**config.mk**
```make
export PLATFORM = sky130hd
export DESIGN_NAME = instr_loader
export DESIGN_NICKNAME = d
export VERILOG_FILES = /design/src/rtl/instr_loader.sv
export SDC_FILE = /design/constraint.sdc
export NUM_CORES = 1
export LEC_CHECK = 0
export ABC_AREA = 1
export BUFFER_PORTS_ARGS = -buffer_cell sky130_fd_sc_hd__buf_2
export CAP_MARGIN = 20
export CORE_MARGIN = 3
export CORE_UTILIZATION = 34
export CTS_BUF_LIST = sky130_fd_sc_hd__clkbuf_8 sky130_fd_sc_hd__clkbuf_16
export DETAILED_ROUTE_END_ITERATION = 10
export PLACE_DENSITY_LB_ADDON = 0.12
export REMOVE_ABC_BUFFERS = 1
export SKIP_CTS_REPAIR_TIMING = 1
export SLEW_MARGIN = 20
export SYNTH_ARGS = -nofsm -noshare
export SYNTH_HDL_FRONTEND = slang
export SYNTH_SLANG_ARGS = --single-unit
```
**constraint.sdc**
```tcl
create_clock -name clk -period 3.8 [get_ports clk]
set_input_delay 0.57 -clock clk [delete_from_list [all_inputs] [get_ports clk]]
set_output_delay 0.57 -clock clk [all_outputs]
set_load 0.05 [all_outputs]
```
**src/rtl/instr_loader.sv**
```systemverilog
// Byte-stream instruction loader: assembles 16-bit words (plus jump immediates), queues them
// in a 4-deep FIFO and issues spaced we_IM writes to the CPU. Optional LOADER_CHKSUM_EN adds a trailing XOR check byte.
module instr_loader #(
    parameter logic [3:0]  JMP_OP   = 4'h7,
    parameter logic [15:0] END_CODE = 16'hFFFF,
    parameter int          GAP      = 1
) (
    input  logic        clk,
    input  logic        rst,
    input  logic [7:0]  rx_data,
    input  logic        rx_valid,
    output logic        rx_ready,
    output logic        we_IM,
    output logic [15:0] codein,
    output logic [11:0] immd,
    output logic        cpu_en,
    output logic        busy,
    output logic        err
);

`ifdef LOADER_CHKSUM_EN
    typedef enum logic [2:0] {P_HI, P_LO, P_IH, P_IL, P_CK, P_DONE} pstate_t;
`else
    typedef enum logic [2:0] {P_HI, P_LO, P_IH, P_IL, P_DONE} pstate_t;
`endif
    typedef enum logic [1:0] {I_IDLE, I_WRITE, I_GAP} istate_t;

    localparam logic [3:0] GAP_M1 = 4'(GAP - 1);

    pstate_t     pstate_q, pstate_d;
    istate_t     istate_q, istate_d;
    logic [15:0] code_q, code_d;
    logic [3:0]  imm_hi_q, imm_hi_d;
    logic        err_q, err_d;
    logic [15:0] codein_q, codein_d;
    logic [11:0] immd_q, immd_d;
    logic [3:0]  gap_cnt_q, gap_cnt_d;
    logic        cpu_en_q, cpu_en_d;
`ifdef LOADER_CHKSUM_EN
    logic [7:0]  chk_q, chk_d;
`endif

    // FIFO entry: {code[15:0], imm[11:0], jmp}
    logic [28:0] mem_q [4];
    logic [1:0]  wr_ptr_q, rd_ptr_q;
    logic [2:0]  cnt_q;
    logic        push, pop, full, empty, accept;
    logic [28:0] push_data, head;
    logic [15:0] word;

    assign full     = (cnt_q == 3'd4);
    assign empty    = (cnt_q == 3'd0);
    assign rx_ready = !rst && !full && (pstate_q != P_DONE) && !err_q;
    assign accept   = rx_valid && rx_ready;
    assign word     = {code_q[15:8], rx_data};
    assign head     = mem_q[rd_ptr_q];

    always_comb begin
        pstate_d  = pstate_q;
        code_d    = code_q;
        imm_hi_d  = imm_hi_q;
        err_d     = err_q;
        push      = 1'b0;
        push_data = {code_q, 12'h000, 1'b0};
`ifdef LOADER_CHKSUM_EN
        chk_d     = chk_q;
        if (accept && pstate_q != P_CK)
            chk_d = chk_q ^ rx_data;
`endif
        case (pstate_q)
            P_HI: if (accept) begin
                code_d[15:8] = rx_data;
                pstate_d     = P_LO;
            end
            P_LO: if (accept) begin
                code_d[7:0] = rx_data;
                if (word == END_CODE) begin
`ifdef LOADER_CHKSUM_EN
                    pstate_d = P_CK;
`else
                    pstate_d = P_DONE;
`endif
                end else if (word[15:12] == JMP_OP) begin
                    pstate_d = P_IH;
                end else begin
                    push      = 1'b1;
                    push_data = {word, 12'h000, 1'b0};
                    pstate_d  = P_HI;
                end
            end
            P_IH: if (accept) begin
                // Immediate is 12 bits; any upper-nibble bit means a corrupt frame.
                if (rx_data[7:4] != 4'h0) begin
                    err_d    = 1'b1;
                    pstate_d = P_DONE;
                end else begin
                    imm_hi_d = rx_data[3:0];
                    pstate_d = P_IL;
                end
            end
            P_IL: if (accept) begin
                push      = 1'b1;
                push_data = {code_q, imm_hi_q, rx_data, 1'b1};
                pstate_d  = P_HI;
            end
`ifdef LOADER_CHKSUM_EN
            P_CK: if (accept) begin
                if (rx_data != chk_q)
                    err_d = 1'b1;
                pstate_d = P_DONE;
            end
`endif
            default: pstate_d = pstate_q;
        endcase
    end

    always_comb begin
        istate_d  = istate_q;
        gap_cnt_d = gap_cnt_q;
        codein_d  = codein_q;
        immd_d    = immd_q;
        // The last gap cycle may pop directly so pulses are exactly GAP+1 apart.
        pop = !empty && (istate_q == I_IDLE || (istate_q == I_GAP && gap_cnt_q == 4'd0));
        if (pop) begin
            istate_d = I_WRITE;
            codein_d = head[28:13];
            if (head[0])
                immd_d = head[12:1];
        end else begin
            case (istate_q)
                I_WRITE: begin
                    istate_d  = I_GAP;
                    gap_cnt_d = GAP_M1;
                end
                I_GAP: begin
                    if (gap_cnt_q == 4'd0)
                        istate_d = I_IDLE;
                    else
                        gap_cnt_d = gap_cnt_q - 4'd1;
                end
                default: istate_d = istate_q;
            endcase
        end
        cpu_en_d = cpu_en_q || (pstate_q == P_DONE && !err_q && empty && istate_q == I_IDLE);
    end

    always_ff @(posedge clk) begin
        if (rst) begin
            pstate_q  <= P_HI;
            istate_q  <= I_IDLE;
            code_q    <= 16'h0000;
            imm_hi_q  <= 4'h0;
            err_q     <= 1'b0;
            codein_q  <= 16'h0000;
            immd_q    <= 12'h000;
            gap_cnt_q <= 4'd0;
            cpu_en_q  <= 1'b0;
            wr_ptr_q  <= 2'd0;
            rd_ptr_q  <= 2'd0;
            cnt_q     <= 3'd0;
            for (int i = 0; i < 4; i++)
                mem_q[i] <= 29'd0;
`ifdef LOADER_CHKSUM_EN
            chk_q     <= 8'h00;
`endif
        end else begin
            pstate_q  <= pstate_d;
            istate_q  <= istate_d;
            code_q    <= code_d;
            imm_hi_q  <= imm_hi_d;
            err_q     <= err_d;
            codein_q  <= codein_d;
            immd_q    <= immd_d;
            gap_cnt_q <= gap_cnt_d;
            cpu_en_q  <= cpu_en_d;
            if (push) begin
                mem_q[wr_ptr_q] <= push_data;
                wr_ptr_q        <= wr_ptr_q + 2'd1;
            end
            if (pop)
                rd_ptr_q <= rd_ptr_q + 2'd1;
            cnt_q <= cnt_q + 3'(push) - 3'(pop);
`ifdef LOADER_CHKSUM_EN
            chk_q     <= chk_d;
`endif
        end
    end

    assign we_IM  = (istate_q == I_WRITE);
    assign codein = codein_q;
    assign immd   = immd_q;
    assign cpu_en = cpu_en_q;
    assign busy   = !empty || (istate_q != I_IDLE);
    assign err    = err_q;

endmodule
```
; After elaboration in Yosys (flattened, before gate mapping)
; Memories as Yosys holds them, arrays and structs flattened. A register that Yosys moved wholly into a read port is not among the register bits.
; Index checks and enable logic that the tools add are counted.
[classes]
n_reduce_logical = 36
eq_ne = 17
n_bitwise = 2
n_mux = 33
add_sub_neg = 5
[ops]
columns = op, count
row1 = 2-to-1 mux 21 bit, 3
row2 = one-hot mux 21 bit (2 select lines), 1
row3 = 2-to-1 mux 29 bit, 1
row4 = OR reduction 29 bit, 1
row5 = 2-to-1 mux 3 bit, 6
row6 = "== test 16 bit, second input constant", 1
row7 = 2-to-1 mux 13 bit, 1
row8 = one-hot mux 3 bit (4 select lines), 1
row9 = 2-to-1 mux 1 bit, 11
row10 = 2-to-1 mux 2 bit, 5
row11 = "inequality test 2 bit, second input constant", 5
row12 = AND reduction 2 bit, 5
row13 = logical AND 1 bit, 9
row14 = AND reduction 3 bit, 3
row15 = one-hot mux 4 bit (2 select lines), 1
row16 = nonzero test 4 bit, 2
row17 = "== test 3 x 2 -> 1 bit, second input constant", 2
row18 = "== test 3 bit, second input constant", 2
row19 = zero test 3 bit, 2
row20 = AND reduction 5 bit, 1
row21 = "adder 2 x 1 -> 2 bit, second input constant", 2
row22 = "== test 4 x 3 -> 1 bit, second input constant", 1
row23 = zero test 1 bit, 4
row24 = zero test 4 bit, 1
row25 = other kinds (18), 22
[word_totals]
ramBits = 116
output_inout_bits = 33
elab_cells = 108
input_bits = 11
memories = 1
ff_bits = 66
[memory_table]
columns = name, words, word_bits, read_ports, rd_ports_with_merged_regs, wr, line_no
row1 = mem_q, 4, 29, 1, 1, 4, 44  ; logic [28:0] mem_q [4];

; Depth between registers and ports, before layout
; Gate-level depths: netlist of the first run.
[logic_depth]
ltp_word = 13
ltp_mapped = 14
mapped_depth_nobuf = 14

; Least setup slack after synthesis of the first run
; No wires, ideal clock.
[synth_timing]
path_type = in2reg
start = in rst
end = mem mem_q[2][0] (enable)
arrival_ps = 3615
path_buffers = 0
setup_slack_ps = -271
path_stages = 7
required_ps = 3345
setup_time_ps = 455
path_cell_list = nor2_1 -> nand3_1 -> clkinv_1 -> nand4_2 -> nand2_4 -> inv_1 -> o21ai_0
[synth_rtl]
columns = item, line_no
row1 = start: declaration, 9  ; input logic rst,
row2 = end: declaration, 44

; Worst setup path after layout of the first run
[layout_timing]
start = reg istate_q[0]
end = reg cnt_q[2]
[layout_between]
elab_chain_len = 5
word_cells_on_any_way = 6
cone_classes = add/sub (1) / eq/ne (1) / reduce/logical (4)
[layout_lines]
columns = item, line_no
row1 = start: declaration, 31  ; istate_t istate_q, istate_d;
row2 = start signal: assignment, 168  ; istate_q <= istate_d;
row3 = == test 2 bit, 123  ; pop = !empty && (istate_q == I_IDLE || (istate_q == I_GAP && gap_cnt_q == 4'd0));
row4 = logical AND 1 bit, 123
row5 = logical OR 1 bit (*), 123
row6 = logical AND 1 bit (*), 123
row7 = subtractor 3 x 1 -> 3 bit (*), 182  ; cnt_q <= cnt_q + 3'(push) - 3'(pop);
row8 = end signal: assignment, 182
row9 = end: declaration, 46  ; logic [2:0] cnt_q;
; Mark *: on every way between the ends. The rest lies on a longest branch, timed or not.
; A chain may end at the register's enable or synchronous reset.

==> results of run 1 <==
## critical path: stages, from the launching register on
cell and delay (ps):
dfxtp_1 360, inv_1 70, ha_1 220, nand3_1 150, nand2_1 70, nand2_1 160, clkinv_1 80, buf_4 230
ha_1 310, inv_1 40, ha_1 180, fa_1 380, xnor2_1 180, nor2_1 50
## area by class of cell
class,count,area share [%]
sequential,184,54.0
multi-input combinational,526,28.0
clock buffer,19,5.18
timing repair buffer,64,4.16
tap,285,3.98
inverter,94,3.93
clock inverter,13,0.726
## cell usage after synthesis
master / count / share of area (%)
o22ai_1: 12 / 0.95
a21oi_1: 21 / 1.3
nor2_2: 3 / 0.24
a211oi_1: 1 / 0.095
nand3_1: 18 / 1.1
a31oi_1: 17 / 1.3
buf_4: 1 / 0.095
nand2_2: 3 / 0.24
clkbuf_1: 34 / 1.6
o21ai_0: 117 / 7.4
nor2_1: 237 / 11
xnor2_1: 2 / 0.22
nand2_1: 53 / 2.5
nand3_2: 8 / 1.0
ha_1: 7 / 1.1
nor3_1: 6 / 0.38
edfxtp_1: 116 / 44
inv_1: 88 / 4.2
xor2_1: 1 / 0.11
nand4_2: 1 / 0.16
nand4_1: 13 / 1.0
nor2_4: 1 / 0.14
buf_6: 2 / 0.29
fa_1: 1 / 0.25
nand3_4: 1 / 0.22
dfxtp_1: 68 / 17
nand4_4: 1 / 0.27
buf_2: 8 / 0.51
nand2_4: 2 / 0.29
clkinv_1: 4 / 0.19
inv_2: 2 / 0.095
## flip-flops by register name, indices dropped and copies added (netlist names), named ones only
register / count
code_q: 16
pstate_q: 3
istate_q: 2
codein: 16
cnt_q: 3
immd: 12
mem_q: 116
cpu_en: 1
imm_hi_q: 4
err: 1
rd_ptr_q: 2
gap_cnt_q: 4
wr_ptr_q: 2
## routing by layer
metal	vias to the layer above	global-route usage (%)	wire length, um
li1	2911	-	-
met1	2812	23.9	9860
met2	106	27.7	9620
met3	14	2.50	631
met4	0	5.37	280
met5	-	0	0
## power groups by stage
stage | registers [mW] | clock network [mW] | logic [mW]
detailed placement | 2.57 | 0 | 1.98
floorplan | 3.00 | 0 | 0.915
CTS | 2.52 | 1.66 | 1.98
global placement | 2.56 | 0 | 1.98
global route | 2.56 | 1.75 | 2.17
finish | 2.52 | 1.63 | 1.94
## worst max path at each step
stage	from	to	slack, ps	cells past startpoint
2_1_floorplan	rst	mem_q[2][0]	-590	7
3_3_place_gp	rst	cnt_q[2]	1010	14
3_5_place_dp	rst	cnt_q[2]	940	14
4_1_cts	istate_q[0]	cnt_q[2]	1170	13
5_1_grt	istate_q[0]	cnt_q[2]	980	13
6_report	istate_q[0]	cnt_q[2]	1210	13
## logic make-up after synthesis
kind of cell | Yosys count | synth area share (%)
compound gates | 168 | 11.1
xor+xnor | 3 | 0.333
fa+ha+maj | 8 | 1.36
buf+inv | 139 | 6.97
flops | 184 | 61.3
simple gates | 347 | 18.9
## metrics by stage
stage                     cells  setup slack, ps
after global routing       1185              979
after detailed placement   1153              936
final                      1185             1210
after CTS                  1185             1170
after floorplan             804             -589
after global placement     1153             1010
## layout by cell type (no fill, tap or decap), types with 3 or more instances in the layout
master / n
nor2_1: 237
o21ai_0: 116
edfxtp_1: 116
inv_1: 94
dfxtp_1: 67
nand2_1: 53
buf_2: 43
a21oi_1: 21
buf_4: 21
nand3_1: 18
clkbuf_16: 18
a31oi_1: 17
nand4_1: 13
o22ai_1: 12
nand3_2: 8
ha_1: 7
nor3_1: 6
clkinv_1: 4
clkinv_2: 4
nor2_2: 3
nand2_2: 3
==> summary.txt, run 1 <==
Outcome
  – Outcome: complete, no violations

Timing
  – Setup violation total in the final timing report: 0
  – Relative slew slack: 48.5%
  – Worst-Margin Slew: a little under 800 ps
  – Fin crit share: 68.3%
  – TNS Setup: 0 ps
  – Final slew viol count: 0
  – RSZ-0062 raised after global routing: no
  – Post-route minimum period: 2590 ps
  – Worst Skew: 12.6 ps
  – Final hold slack: between 400 and 500 ps
  – Peak Freq: 385 MHz
  – Hold Violations, Final: 0

Clock network
  – Clk Latency, worst-skew pair: about 430 ps
  – Clock buffer depth: 2
  – Max H-tree Level: 4
  – CTS Buf Count: 17
  – CTS tree: yes
  – # clock sinks: 184
  – Clock-pin slew on the worst setup and hold paths: around 70 ps
  – Root Driver: clkbuf_16

Logic synthesis
  – Cell count after synthesis: about 850
  – Distinct cells, synth: 31
  – Sequential fraction of the synthesis area: 61.3%
  – Yosys reg bits: ~180
  – Ys Warns: 0
  – Cell area after synthesis: 7900 um2
  – Avg Cell Area, Syn: 9.31 um2

Power
  – Switching portion of total power: a little under two fifths
  – Internal power: 3.75 mW
  – Clock share of power: 26.8%
  – Reg power frac: 41.4%
  – Pwr Total: around 6.1 mW
  – Comb power frac: 31.9%
  – Static Leak: 3.66 nW
  – Cell area power density: about 680 nW/um2
  – Switch Pwr: 2.34 mW
  – Maximum VDD drop: around 380 uV

Finish
  – # diodes: 0
  – Footprint of the multi-input gates: about 2500 um2
  – Area grow syn2layout: 13.5%
  – Final core occ: 39.5%
  – Register area: 4850 um2
  – Filler instances: 2,364
  – Final net count: 906
  – Layout cells sized above 1: 12.7%
  – Final Instance Area: roughly 9000 um2

Global routing
  – Gr ovfl total: 0
  – Initial antenna violation count: 0
  – Pin count of the biggest net entering global routing: 59
  – Vias in the first global route: 5,765
  – Global-route usage over all layers: 17.2%
  – First-pass GRT wire length: 32,500 um

Setup path
  – Setup crit end kind: register
  – Worst Path Max Fanout: 37
  – Reg2reg setup slack: between 1000 and 1500 ps
  – Required @ worst endpoint: about 4000 ps
  – Worst EP arrival: 2920 ps
  – Reg2reg end: cnt_q[2]
  – Kind of critical path: register to register
  – Worst r2r src: istate_q[0]
  – R2R cell count: 13
  – Critical Path Start Type: register

Detailed routing
  – DRT antenna net count: 0
  – First-pass DRT Iterations: 5
  – Routed wire length: slightly above 20,000 um
  – Total number of vias: between 5k and 6k
  – 1st-iter DRT viols: 475
  – Drt via density: 4.93
  – Routed length per instance: 17.2 um
  – Remaining DRCs: 0

Die
  – Starting Density: between 30% and 40%
  – # IOs: 44
  – Row count: 55
  – Die Span X: 158 um
  – CORE AREA: 22,700 um2
  – Overall die area: around 25,000 um2
  – Die height: 158 um

Run
  – Maxcap violations: 0

Min path
  – Worst Hold Class: primary input to register
  – Hold worst-path end: cnt_q[2]
  – Hold Path Origin: rst
  – Hold Crit Depth: 2

Placed design
  – IO buf count: between 40 and 50
  – Final GP Congestion: 0.808
  – DP Area: 8440 um2
  – Placed wire-length estimate: 13,300 um
Power figures use the tool's default switching activity.
==> run 2, diff against run 1 <==
- ABC_AREA: 1 -> 0
- clock period: 3.8 -> 2.2 ns (I/O delays scaled with it)
==> summary.txt, run 2 <==
Logic synthesis
  – Ys Warns: 0
  – Ys async rst share: 0%
  – EDFF count, synth: 116
  – Sequential fraction of the synthesis area: between 60% and 70%
  – Synth cell count leaders: 116 x edfxtp_1, 68 x dfxtp_1, 52 x and3_1
  – Count leader, synth: edfxtp_1
  – Cell count after synthesis: slightly above 600
  – Share of the synthesized area in the top cell type: 43.2%
  – Cell area after synthesis: around 8100 um2
  – Cell taking the most area after synthesis: edfxtp_1
  – Yosys reg bits: 184
  – Distinct cells, synth: 52
  – Area contributors post-synth: edfxtp_1 43%, dfxtp_1 17%, mux4_2 8.1%
  – Avg Cell Area, Syn: ~13 um2
  – Post-synth top flop: edfxtp_1

Detailed routing
  – Remaining DRCs: 0
  – Routed length per instance: 20.5 um
  – Routed wire length: 21,100 um
  – Total number of vias: about 5.3k
  – 1st-iter DRT viols: 471
  – First-pass DRT Iterations: 5
  – Drt via density: 5.15
  – DRT antenna net count: 0

Global routing
  – Initial antenna violation count: 0
  – Pin count of the biggest net entering global routing: 52
  – Gr ovfl total: 0
  – First-pass GRT wire length: 32,900 um
  – Global-route usage over all layers: 16.9%
  – Vias in the first global route: 5,470

Power
  – Maximum VDD drop: 552 uV
  – Cell area power density: around 1100 nW/um2
  – Static Leak: between 3 and 4 nW
  – Pwr Total: 10.4 mW

Die
  – Row count: 55
  – CORE AREA: 23,000 um2
  – Starting Density: a little over a third
  – Die height: 160 um
  – Overall die area: roughly 26,000 um2
  – # IOs: 44
  – Die Span X: approximately 160 um

Finish
  – # diodes: 0
  – Filler instances: around 2.2k
  – Final Non-Filler Cells: approximately 1.0k
  – Area grow syn2layout: 21.9%
  – Register bank with the most flops: mem_q
  – Most frequent cells in the layout: 116 x edfxtp_1, 67 x buf_4, 64 x dfxtp_1, 52 x and3_1, 42 x buf_2
  – Final Instance Area: roughly 10000 um2
  – Final net count: 724
  – Layout cells sized above 1: 30.2%
  – Commonest non-fill, non-tap cell in the layout: edfxtp_1
  – Largest register FFs: between 100 and 150

Timing
  – Relative slew slack: around three fifths
  – Worst Skew: approximately 9.6 ps
  – RSZ-0062 raised after global routing: yes
  – Setup violation total in the final timing report: 34
  – Post-route minimum period: around 2300 ps
  – Worst-Margin Slew: 610 ps
  – Peak Freq: ~430 MHz
  – Hold Violations, Final: 0
  – Final setup margin: -128 ps
  – Final slew viol count: 0
  – Fin crit share: 106%

Clock network
  – CTS tree: yes
  – Max H-tree Level: 4
  – Clock-pin slew on the worst setup and hold paths: about 70 ps
  – # clock sinks: 184
  – CTS Buf Count: 17
  – Clock buffer depth: 2
  – Root Driver: clkbuf_16
  – Clk Latency, worst-skew pair: 430 ps

Setup path
  – Worst Path Max Fanout: 6
  – Critical Path Start Type: register
  – Setup crit end kind: primary output
  – Kind of critical path: register to primary output
  – Required @ worst endpoint: 1870 ps
  – Reg2reg setup slack: -100 ps
  – Critical path, cell by cell: buf_4 -> buf_4 -> nor3b_2 -> buf_4 -> a2111oi_2 -> buf_4 -> clkbuf_4
  – Most frequent CP cell: buf_4
  – Crit path largest cell delay: 310 ps
  – Worst EP arrival: around 2000 ps
  – Crit path max-delay cell type: dfxtp_1

Run
  – Maxcap violations: 0

Outcome
  – Violated checks: negative setup slack
  – Outcome: complete, but fails checks

Placed design
  – Final GP Congestion: 0.785
  – Worst slack at placement: -399 ps
  – Placed wire-length estimate: 13,400 um
  – Placed cells: between 900 and 1k
  – DP Area: 9140 um2
  – IO buf count: 43

Min path
  – Worst Hold Class: primary input to register
## run 2: worst paths after layout
kind | from | endpoint | cells after the start
setup / recovery | cnt_q[2] | rx_ready | 7
hold / removal | rx_data[4] | code_q[4] | 4
setup reg to reg | err | cnt_q[2] | 12
hold reg to reg | codein[10] | codein[10] | 2
## run 2: worst max-delay path: cells and delay by family (launching register included)
kind	cells	cell delay, ps
DFF	1	310
and+or+nand+nor	1	170
buffers and inverters	5	810
AOI/OAI and AO/OA	1	280
## run 2: area by class of cell
class	instances	area, um2	share of cell area, %
inverter	10	37.5	0.382
clock inverter	14	131	1.34
timing repair buffer	120	921	9.38
clock buffer	18	439	4.47
tap	313	392	3.99
sequential	184	4850	49.4
multi-input combinational	372	3050	31.1
## run 2: routing by layer
metal  global-route usage (%)  vias to the layer above  routed length, um
met3                     3.40                       13                870
li1                         -                     2512                  -
met1                     22.2                     2656               9510
met5                        0                        -                  0
met4                     4.97                        0                195
met2                     28.3                      128              10600
## run 2: per-stage QoR
| step | setup TNS [ps] | hold slack [ps] | utilization, % |
|---|---|---|---|
| after CTS | -1970 | 340 | 42.3 |
| after global placement | -12300 | 441 | 39.8 |
| after global routing | -4370 | 371 | 42.7 |
| final | -1960 | 368 | 42.7 |
| after detailed placement | -12600 | 445 | 39.8 |
| after floorplan | -101300 | 399 | - |
## run 2: cells by family after synthesis
| family | after synthesis | share of synthesized area, % |
|---|---|---|
| fa+ha+maj | 8 | 1.34 |
| xor+xnor | 4 | 0.435 |
| simple gates | 215 | 14.9 |
| flops | 184 | 60.1 |
| compound gates | 86 | 8.07 |
| buf+inv | 62 | 3.34 |
| mux | 59 | 11.8 |
## run 2: power breakdown
part	switching [mW]	leakage (nW)	internal, mW	total [mW]
logic	2.02	1.89	1.26	3.28
clock network	1.46	0.279	1.53	2.99
registers	0.153	1.75	3.98	4.13
total	3.63	3.93	6.78	10.4
